`config.mk`:
```
export PLATFORM = sky130hd
export DESIGN_NAME = mac_dot4_accum_seq
export DESIGN_NICKNAME = d
export VERILOG_FILES = /design/src/rtl/mac_pkg.sv /design/src/rtl/mac_dot4_pipe.sv /design/src/rtl/mac_dot4_accum_seq.sv
export SDC_FILE = /design/constraint.sdc
export NUM_CORES = 1
export LEC_CHECK = 0
export ABC_AREA = 0
export CAP_MARGIN = 20
export CORE_MARGIN = 3
export CORE_UTILIZATION = 57
export DETAILED_ROUTE_END_ITERATION = 7
export GPL_ROUTABILITY_DRIVEN = 1
export GPL_TIMING_DRIVEN = 0
export PLACE_DENSITY_LB_ADDON = 0.2
export SLEW_MARGIN = 30
export SYNTH_ARGS = -nofsm -noshare
export SYNTH_HDL_FRONTEND = slang
export SYNTH_SLANG_ARGS = --single-unit
```
`constraint.sdc`:
```
create_clock -name clock -period 3 [get_ports clock]
set_input_delay 0.3 -clock clock [delete_from_list [all_inputs] [get_ports clock]]
set_output_delay 0.3 -clock clock [all_outputs]
set_load 0.05 [all_outputs]
```
`src/rtl/mac_pkg.sv`:
```
// Shared types and helpers for the dot4 MAC sequencer: lane/width constants,
// accumulator FSM states and a saturating 32-bit add.
package mac_pkg;

    localparam int MAC_LANES = 4;
    localparam int MAC_IN_W  = 8;
    localparam int MAC_SUM_W = 18;
    localparam int MAC_ACC_W = 32;

    typedef enum logic {
        ACC_EMPTY,
        ACC_PARTIAL
    } acc_state_t;

    typedef struct packed {
        logic [MAC_ACC_W-1:0] sum;
        logic                 ovf;
    } sat_add_t;

    // Two's-complement overflow only happens when both operands share a sign
    // and the wrapped result does not; clamp toward that sign.
    function automatic sat_add_t sat_add(input logic [MAC_ACC_W-1:0] a,
                                         input logic [MAC_ACC_W-1:0] b);
        sat_add_t             r;
        logic [MAC_ACC_W-1:0] s;
        s     = a + b;
        r.ovf = (a[MAC_ACC_W-1] == b[MAC_ACC_W-1]) && (s[MAC_ACC_W-1] != a[MAC_ACC_W-1]);
        if (r.ovf) begin
            r.sum = a[MAC_ACC_W-1] ? {1'b1, {(MAC_ACC_W-1){1'b0}}}
                                   : {1'b0, {(MAC_ACC_W-1){1'b1}}};
        end else begin
            r.sum = s;
        end
        return r;
    endfunction

endpackage

```
`src/rtl/mac_dot4_pipe.sv`:
```
// Fixed-latency, non-stallable 4-lane signed 8x8 dot product. Valid and last
// tags ride alongside the data through MAC_LATENCY register stages.
module mac_dot4_pipe
    import mac_pkg::*;
#(
    parameter int MAC_LATENCY = 2
) (
    input  logic                              clk,
    input  logic                              rst_n,
    input  logic                              valid_i,
    input  logic                              last_i,
    input  logic [MAC_LANES*MAC_IN_W-1:0]     a_i,
    input  logic [MAC_LANES*MAC_IN_W-1:0]     b_i,
    output logic                              valid_o,
    output logic                              last_o,
    output logic signed [MAC_SUM_W-1:0]       sum_o
);

    logic signed [MAC_IN_W-1:0]    lane_a;
    logic signed [MAC_IN_W-1:0]    lane_b;
    logic signed [2*MAC_IN_W-1:0]  prod;
    logic signed [MAC_SUM_W-1:0]   dot;

    logic [MAC_LATENCY-1:0]        vld_q;
    logic [MAC_LATENCY-1:0]        lst_q;
    logic signed [MAC_SUM_W-1:0]   sum_q [MAC_LATENCY];

    always_comb begin
        dot    = '0;
        lane_a = '0;
        lane_b = '0;
        prod   = '0;
        for (int i = 0; i < MAC_LANES; i++) begin
            lane_a = a_i[i*MAC_IN_W +: MAC_IN_W];
            lane_b = b_i[i*MAC_IN_W +: MAC_IN_W];
            prod   = (2*MAC_IN_W)'(lane_a) * (2*MAC_IN_W)'(lane_b);
            dot    = dot + MAC_SUM_W'(prod);
        end
    end

    // NOTE: sequential state uses <= so every stage samples the pre-edge value
    // of its predecessor; blocking here would collapse the shift register.
    always_ff @(posedge clk or negedge rst_n) begin
        if (!rst_n) begin
            vld_q <= '0;
            lst_q <= '0;
        end else begin
            vld_q[0] <= valid_i;
            lst_q[0] <= valid_i && last_i;
            for (int s = 1; s < MAC_LATENCY; s++) begin
                vld_q[s] <= vld_q[s-1];
                lst_q[s] <= lst_q[s-1];
            end
        end
    end

    // NOTE: data stages are deliberately not reset; they are only consumed
    // when the matching valid tag is set, and that tag is reset.
    always_ff @(posedge clk) begin
        sum_q[0] <= dot;
        for (int s = 1; s < MAC_LATENCY; s++) begin
            sum_q[s] <= sum_q[s-1];
        end
    end

    assign valid_o = vld_q[MAC_LATENCY-1];
    assign last_o  = lst_q[MAC_LATENCY-1];
    assign sum_o   = sum_q[MAC_LATENCY-1];

endmodule

```
`src/rtl/mac_dot4_accum_seq.sv`:
```
// Group accumulator, credit counter and show-ahead result FIFO around the dot4
// MAC pipe. Define MAC_ACC_SATURATE_EN for saturating adds with a sticky
// per-group overflow flag; otherwise sums wrap and out_overflow is 0.
module mac_dot4_accum_seq
    import mac_pkg::*;
#(
    parameter int MAC_LATENCY = 2,
    parameter int OUT_DEPTH   = 4
) (
    input  logic                          clock,
    input  logic                          resetn,
    input  logic                          in_valid,
    output logic                          in_ready,
    input  logic [MAC_LANES*MAC_IN_W-1:0] in_dataa,
    input  logic [MAC_LANES*MAC_IN_W-1:0] in_datab,
    input  logic                          in_last,
    output logic                          out_valid,
    input  logic                          out_ready,
    output logic [MAC_ACC_W-1:0]          out_result,
    output logic                          out_overflow
);

    localparam int PTR_W = $clog2(OUT_DEPTH);
    localparam int CNT_W = PTR_W + 1;
`ifdef MAC_ACC_SATURATE_EN
    localparam int FIFO_W = MAC_ACC_W + 1;
`else
    localparam int FIFO_W = MAC_ACC_W;
`endif

    logic                        ready_q;
    logic [CNT_W-1:0]            credits_q, credits_d;
    logic                        accept, last_accept, pop;

    logic                        pipe_valid, pipe_last;
    logic signed [MAC_SUM_W-1:0] pipe_sum;
    logic [MAC_ACC_W-1:0]        sum_ext, add_sum;

    acc_state_t                  state_q, state_d;
    logic [MAC_ACC_W-1:0]        acc_q, acc_d;
    logic                        fifo_wr;
    logic [MAC_ACC_W-1:0]        wr_result;
    logic [FIFO_W-1:0]           wr_data, rd_data;

    logic [FIFO_W-1:0]           mem_q [OUT_DEPTH];
    logic [PTR_W-1:0]            wr_ptr_q, rd_ptr_q;
    logic [CNT_W-1:0]            count_q;
    logic                        fifo_full;

    assign accept      = in_valid && in_ready;
    assign last_accept = accept && in_last;
    assign pop         = out_valid && out_ready;
    // A same-cycle pop frees the slot the next last beat needs.
    assign in_ready    = ready_q && ((credits_q != '0) || pop);

    always_comb begin
        credits_d = credits_q;
        if (last_accept && !pop) begin
            credits_d = credits_q - CNT_W'(1);
        end else if (pop && !last_accept) begin
            credits_d = credits_q + CNT_W'(1);
        end
    end

    mac_dot4_pipe #(
        .MAC_LATENCY (MAC_LATENCY)
    ) u_pipe (
        .clk     (clock),
        .rst_n   (resetn),
        .valid_i (accept),
        .last_i  (in_last),
        .a_i     (in_dataa),
        .b_i     (in_datab),
        .valid_o (pipe_valid),
        .last_o  (pipe_last),
        .sum_o   (pipe_sum)
    );

    assign sum_ext = MAC_ACC_W'(pipe_sum);

`ifdef MAC_ACC_SATURATE_EN
    logic     ovf_q, ovf_d, wr_ovf, add_ovf;
    sat_add_t add_res;
    assign add_res = sat_add(acc_q, sum_ext);
    assign add_sum = add_res.sum;
    assign add_ovf = add_res.ovf;
    assign wr_data = {wr_ovf, wr_result};
`else
    assign add_sum = acc_q + sum_ext;
    assign wr_data = wr_result;
`endif

    // NOTE: every output of this block gets a default first, so no path can
    // leave a signal unassigned and infer a latch.
    always_comb begin
        state_d   = state_q;
        acc_d     = acc_q;
        fifo_wr   = 1'b0;
        wr_result = '0;
`ifdef MAC_ACC_SATURATE_EN
        ovf_d     = ovf_q;
        wr_ovf    = 1'b0;
`endif
        if (pipe_valid) begin
            case (state_q)
                ACC_EMPTY: begin
                    if (pipe_last) begin
                        fifo_wr   = 1'b1;
                        wr_result = sum_ext;
                    end else begin
                        acc_d   = sum_ext;
                        state_d = ACC_PARTIAL;
                    end
                end
                ACC_PARTIAL: begin
                    if (pipe_last) begin
                        fifo_wr   = 1'b1;
                        wr_result = add_sum;
                        acc_d     = '0;
                        state_d   = ACC_EMPTY;
`ifdef MAC_ACC_SATURATE_EN
                        wr_ovf    = ovf_q || add_ovf;
                        ovf_d     = 1'b0;
`endif
                    end else begin
                        acc_d = add_sum;
`ifdef MAC_ACC_SATURATE_EN
                        ovf_d = ovf_q || add_ovf;
`endif
                    end
                end
                default: state_d = ACC_EMPTY;
            endcase
        end
    end

    always_ff @(posedge clock or negedge resetn) begin
        if (!resetn) begin
            ready_q   <= 1'b0;
            credits_q <= CNT_W'(OUT_DEPTH);
            state_q   <= ACC_EMPTY;
            acc_q     <= '0;
            wr_ptr_q  <= '0;
            rd_ptr_q  <= '0;
            count_q   <= '0;
        end else begin
            ready_q   <= 1'b1;
            credits_q <= credits_d;
            state_q   <= state_d;
            acc_q     <= acc_d;
            if (fifo_wr) wr_ptr_q <= wr_ptr_q + PTR_W'(1);
            if (pop)     rd_ptr_q <= rd_ptr_q + PTR_W'(1);
            count_q   <= count_q + CNT_W'(fifo_wr) - CNT_W'(pop);
        end
    end

`ifdef MAC_ACC_SATURATE_EN
    always_ff @(posedge clock or negedge resetn) begin
        if (!resetn) ovf_q <= 1'b0;
        else         ovf_q <= ovf_d;
    end
`endif

    always_ff @(posedge clock) begin
        if (fifo_wr) mem_q[wr_ptr_q] <= wr_data;
    end

    assign fifo_full  = (count_q == CNT_W'(OUT_DEPTH));
    assign out_valid  = (count_q != '0);
    assign rd_data    = mem_q[rd_ptr_q];
    assign out_result = out_valid ? rd_data[MAC_ACC_W-1:0] : '0;
`ifdef MAC_ACC_SATURATE_EN
    assign out_overflow = out_valid && rd_data[MAC_ACC_W];
`else
    assign out_overflow = 1'b0;
`endif

    // Credits reserve a FIFO slot per in-flight group, so this must never fire.
    a_no_fifo_overflow: assert property (@(posedge clock) disable iff (!resetn)
        !(fifo_wr && fifo_full));

endmodule

```
Yosys cells after proc, flatten, opt, wreduce, memory -nomap -nowiden
Memory sizes are Yosys's and may differ from the RTL's.
Index checks and enable logic that the tools add are counted.
- register bits after elaboration: 48
- RAM bits: 164
- output and inout port bits: 35
- logic and storage cells: 55
- memories kept: 2
- $add $sub $neg: 10
- multiply operators: 4
- equality and inequality tests: 1
- multiplexer cells: 15
- bitwise operators: 1
- reductions and logical operators: 13
- memories (name ; words ; bits a word ; rd ports ; clocked after Yosys merged registers in ; write ports ; RTL line ; RTL):
    mem_q ; 4 ; 32 ; 1 ; 0 ; 1 ; mac_dot4_accum_seq.sv:45 ; logic [FIFO_W-1:0] mem_q [OUT_DEPTH];
    u_pipe.sum_q ; 2 ; 18 ; 2 ; 0 ; 2 ; mac_dot4_pipe.sv:26 ; logic signed [MAC_SUM_W-1:0] sum_q [MAC_LATENCY];
- operators with widths (cell ; count):
    32-bit two-way mux ; 6
    32-bit case mux with 2 select lines ; 2
    8-bit by 8-bit multiplier with 16-bit output ; 4
    32-bit adder ; 1
    17-bit by 16-bit adder with 18-bit output ; 1
    18-bit by 16-bit adder with 18-bit output ; 1
    16-bit by 16-bit adder with 17-bit output ; 1
    1-bit logical AND ; 6
    3-bit two-way mux ; 2
    3-bit nonzero test ; 2
    1-bit two-way mux ; 5
    2-bit by 1-bit adder with 2-bit output, second input constant ; 2
    3-bit by 1-bit adder with 3-bit output ; 1
    3-bit by 1-bit adder with 3-bit output, second input constant ; 1
    3-bit by 1-bit subtractor with 3-bit output ; 1
    3-bit by 1-bit subtractor with 3-bit output, second input constant ; 1
    1-bit logical NOT ; 2
    2-bit != test, second input constant ; 1
    2-bit AND reduction ; 1
    2-bit nonzero test ; 1
    1-bit logical OR ; 1
    1-bit inverter ; 1

Longest topological paths before layout
- depth after elaboration: 10
- depth in mapped cells: 26

By module
Synthesis repeated with hierarchy kept, for this count alone.
- cell total of the unflattened synthesis: 1865
- area total of the unflattened synthesis: 20733.6 um2
- by module, submodules not included (module ; instances ; cells an instance ; area each (um2) ; sequential area each (um2)):
    mac_dot4_pipe ; 1 ; 1172 ; 11870.1 ; 820.8
    mac_dot4_accum_seq ; 1 ; 693 ; 8863.5 ; 4946.0

Worst setup path after synthesis
OpenSTA, ideal clock, no wires.
- kind: input to register
- start point: in in_datab[8]
- end point: mem u_pipe.sum_q[0][17]
- arrival: 6.081 ns
- data required time: 2.879 ns
- path slack: -3.202 ns
- stages: 21
- path buffers: 0
- cells stage by stage: and2_1 inv_1 fa_1 fa_1 inv_1 fa_1 fa_1 fa_1 fa_1 fa_1 inv_1 fa_1 inv_1 ha_1 nor2b_1 o211ai_1 a21oi_1 nor3_1 nor3_1 a31o_2 xnor2_1
- RTL lines (element ; RTL line ; RTL):
    start, declared ; mac_dot4_accum_seq.sv:15 ; input logic [MAC_LANES*MAC_IN_W-1:0] in_datab,
    end, declared ; mac_dot4_pipe.sv:26 ;

==> impl_metrics.json <==
{
  "die_h_um": 195,
  "core_area_um2": 35000,
  "min_period_over_period_pct": 202,
  "final_core_util_pct": 69.0,
  "hp-class": "in -> async",
  "holdWs_ps": 170,
  "regArea_um2": 5770,
  "hold_viol": 0,
  "ys.flop_type": "edfxtp_1",
  "cp.required_ps": 3360,
  "r2r-end": "mem_q[2][30]",
  "cts_root_buf": "clkbuf_16",
  "clock_path_buffers": 3,
  "rsz0062_at_grt": "true",
  "critical_path_arrival_ps": 6440,
  "worst-setup-path-type": "in -> reg",
  "final_cell_mix": "inv_1 (373), fa_1 (310), and2_1 (153), edfxtp_1 (128), nand2_1 (119)",
  "syn_nets": 2366,
  "cp-start-kind": "input port",
  "yosys.area.top_type": "fa_1",
  "ios": 104,
  "violations": "setup timing",
  "layout.cells.non_filler": 2485,
  "finalMaxSlewViolations": 0,
  "cp-startpoint": "in_datab[12]",
  "gp_congestion": 0.962,
  "vias": 13400,
  "cp_max_fo": 8,
  "fmaxAchievable_mhz": 165,
  "area_growth_pct": 18.0,
  "portBuffers": 100,
  "start_util_pct": 58.5,
  "worst_pin_slew_ps": 968,
  "cts_buffers": 18,
  "drive_gt1_share_pct": 19.2,
  "synthArstFlopShare_pct": 22.6,
  "fin_skew_ps": 17.0,
  "cts_sinks": 212,
  "grt_pass1_wl_um": 74400,
  "tritoncts": "done",
  "ys_ff_latch": 212,
  "drt-initial-drc-count": 678,
  "clk_pin_slew_ps": 70,
  "track_usage_pct": 24.2,
  "status": "complete, but fails checks",
  "r2r_setup_slack_ps": -380,
  "grt-ovfl-total": 0,
  "fill_cells": 2586,
  "synthTopCellsByArea": "fa_1 (31%), edfxtp_1 (19%), ha_1 (8.3%), inv_1 (7.4%), dfrtp_1 (5.8%)",
  "num_rows": 68,
  "ant_nets": 0,
  "synth_area_um2": 20400,
  "wl_per_cell_um": 18.0,
  "ys_warn_count": 0,
  "min_period_ps": 6070,
  "insertion_delay_ps": 490,
  "viasPerCell": 5.37,
  "max-slew-margin-rel_pct": 35.0,
  "h-tree-depth": 1,
  "multiInputGateArea_um2": 13900,
  "tns_ps": -42090,
  "synth_cell_types": 64,
  "antenna_found_initial": 1,
  "drt_wl_total_um": 44600,
  "maxCapViolCount": 0,
  "fp.dieArea_um2": 38200,
  "syn_area_per_cell_um2": 11.1,
  "grt_pass1_vias": 14800,
  "r2r-start": "u_pipe.sum_q[0][35]",
  "dpl.hpwl_um": 36900,
  "fin_nets": 2543,
  "setup_viol": 58,
  "layout_commonest_cell": "inv_1",
  "first_pass_iters": 5,
  "synth_cells": 1841,
  "synth_top_area_share_pct": 31.4,
  "n_antenna_cell": 0,
  "placed_cells": 2401,
  "synth_edf_count": 128,
  "dieWidth_um": 195,
  "grt_max_degree": 47,
  "setup_slack_ps": -3070,
  "seq_area_frac_synth_pct": 28.2,
  "critPathCaptureType": "flip-flop",
  "reg2reg_depth": 11,
  "drcViolationCount": 0
}
==> registers in the layout, summed over array words and instances, names as in the netlist, 2 cells and up <==
signal        flops
wr_ptr_q          2
mem_q           128
rd_ptr_q          2
u_pipe.vld_q      2
credits_q         3
count_q           3
acc_q            32
u_pipe.lst_q      2
u_pipe.sum_q     36
==> final cells by class <==
type	instances	area share, %
buffer	32	0.768
clock buffer	22	2.07
clock inverter	10	0.436
inverter	407	6.34
multi-input combinational	1188	57.6
sequential	212	23.9
tap	455	2.36
timing repair buffer	159	6.50
==> logic make-up (layout without fill, tap and decap cells) <==
kind of cell               after synthesis  in the layout  share of synthesized area (%)
muxes                                   48             48                           4.32
buffers and inverters                  441            630                           8.12
and+or+nand+nor                        450            450                           11.5
AOI/OAI and AO/OA                      170            170                           5.47
adders and majority gates              456            456                           39.7
xor gates and xnor gates                62             62                           2.66
DFF                                    212            212                           28.2
other                                    2              2                         0.0367
==> synth_stat cells, types with 3 or more instances <==
cell type	count
mux4_2	32
nand2b_1	19
ha_1	135
nor2_1	53
nor3_1	10
a22o_1	6
o211ai_1	3
or3_1	4
edfxtp_1	128
and3_1	10
a311oi_1	3
dfxtp_1	36
nor2b_1	16
xor2_1	15
nand3_1	11
a22oi_1	3
o21ai_0	34
dfrtp_1	47
nor3b_1	4
a211o_1	4
a21o_1	17
a21oi_1	50
and2_1	181
nand2_1	130
inv_1	405
mux2i_1	15
buf_1	5
a31o_2	5
o21bai_1	5
o221ai_1	5
clkbuf_1	28
a211oi_1	5
fa_1	321
xnor2_1	47
o21ai_1	9
==> stage by stage <==
stage,instance area [um^2],setup slack [ps]
after global placement,22100,-4350
final,24100,-3070
after floorplan,20500,-3020
after CTS,23800,-2990
after global routing,24100,-3190
after detailed placement,22200,-4410
==> metal layers <==
metal / share of wire, % / GRT usage (%) / wire length [um]
met1: 39 / 29.7 / 17500
met2: 54 / 45.5 / 24300
met5: 0.029 / 0 / 13
met3: 3.2 / 1.98 / 1410
met4: 3.1 / 7.39 / 1400
==> repair_timing <==
item,4_1_cts,5_1_grt
gates resized for setup,554,84
endpoints found under the setup margin,129,100
hold buffers,1,0
pin swaps,139,68
endpoints found under the hold margin,47,0
setup buffers,42,14
==> worst max-delay path, cell delays in order <==
cell and delay (ps):
buf_2 180, nand2_1 120, fa_2 630, inv_1 70
fa_1 470, inv_1 60, fa_2 560, inv_2 50
fa_2 570, fa_1 440, fa_1 550, fa_1 540
inv_2 40, fa_1 570, inv_2 60, ha_4 170
or3_4 380, nor3_4 190, nor3_2 80, a31o_2 270
xnor2_1 120
==> worst max path at each step <==
stage	to	cells after the start
2_1_floorplan	u_pipe.sum_q[0][17]	21
3_3_place_gp	u_pipe.sum_q[0][17]	22
3_5_place_dp	u_pipe.sum_q[0][17]	21
4_1_cts	u_pipe.sum_q[0][17]	20
5_1_grt	u_pipe.sum_q[0][17]	21
6_report	u_pipe.sum_q[0][17]	21
Power is left out: the tool's default activity adds up to more than one toggle a clock period on the data nets, which glitch-free logic cannot reach.
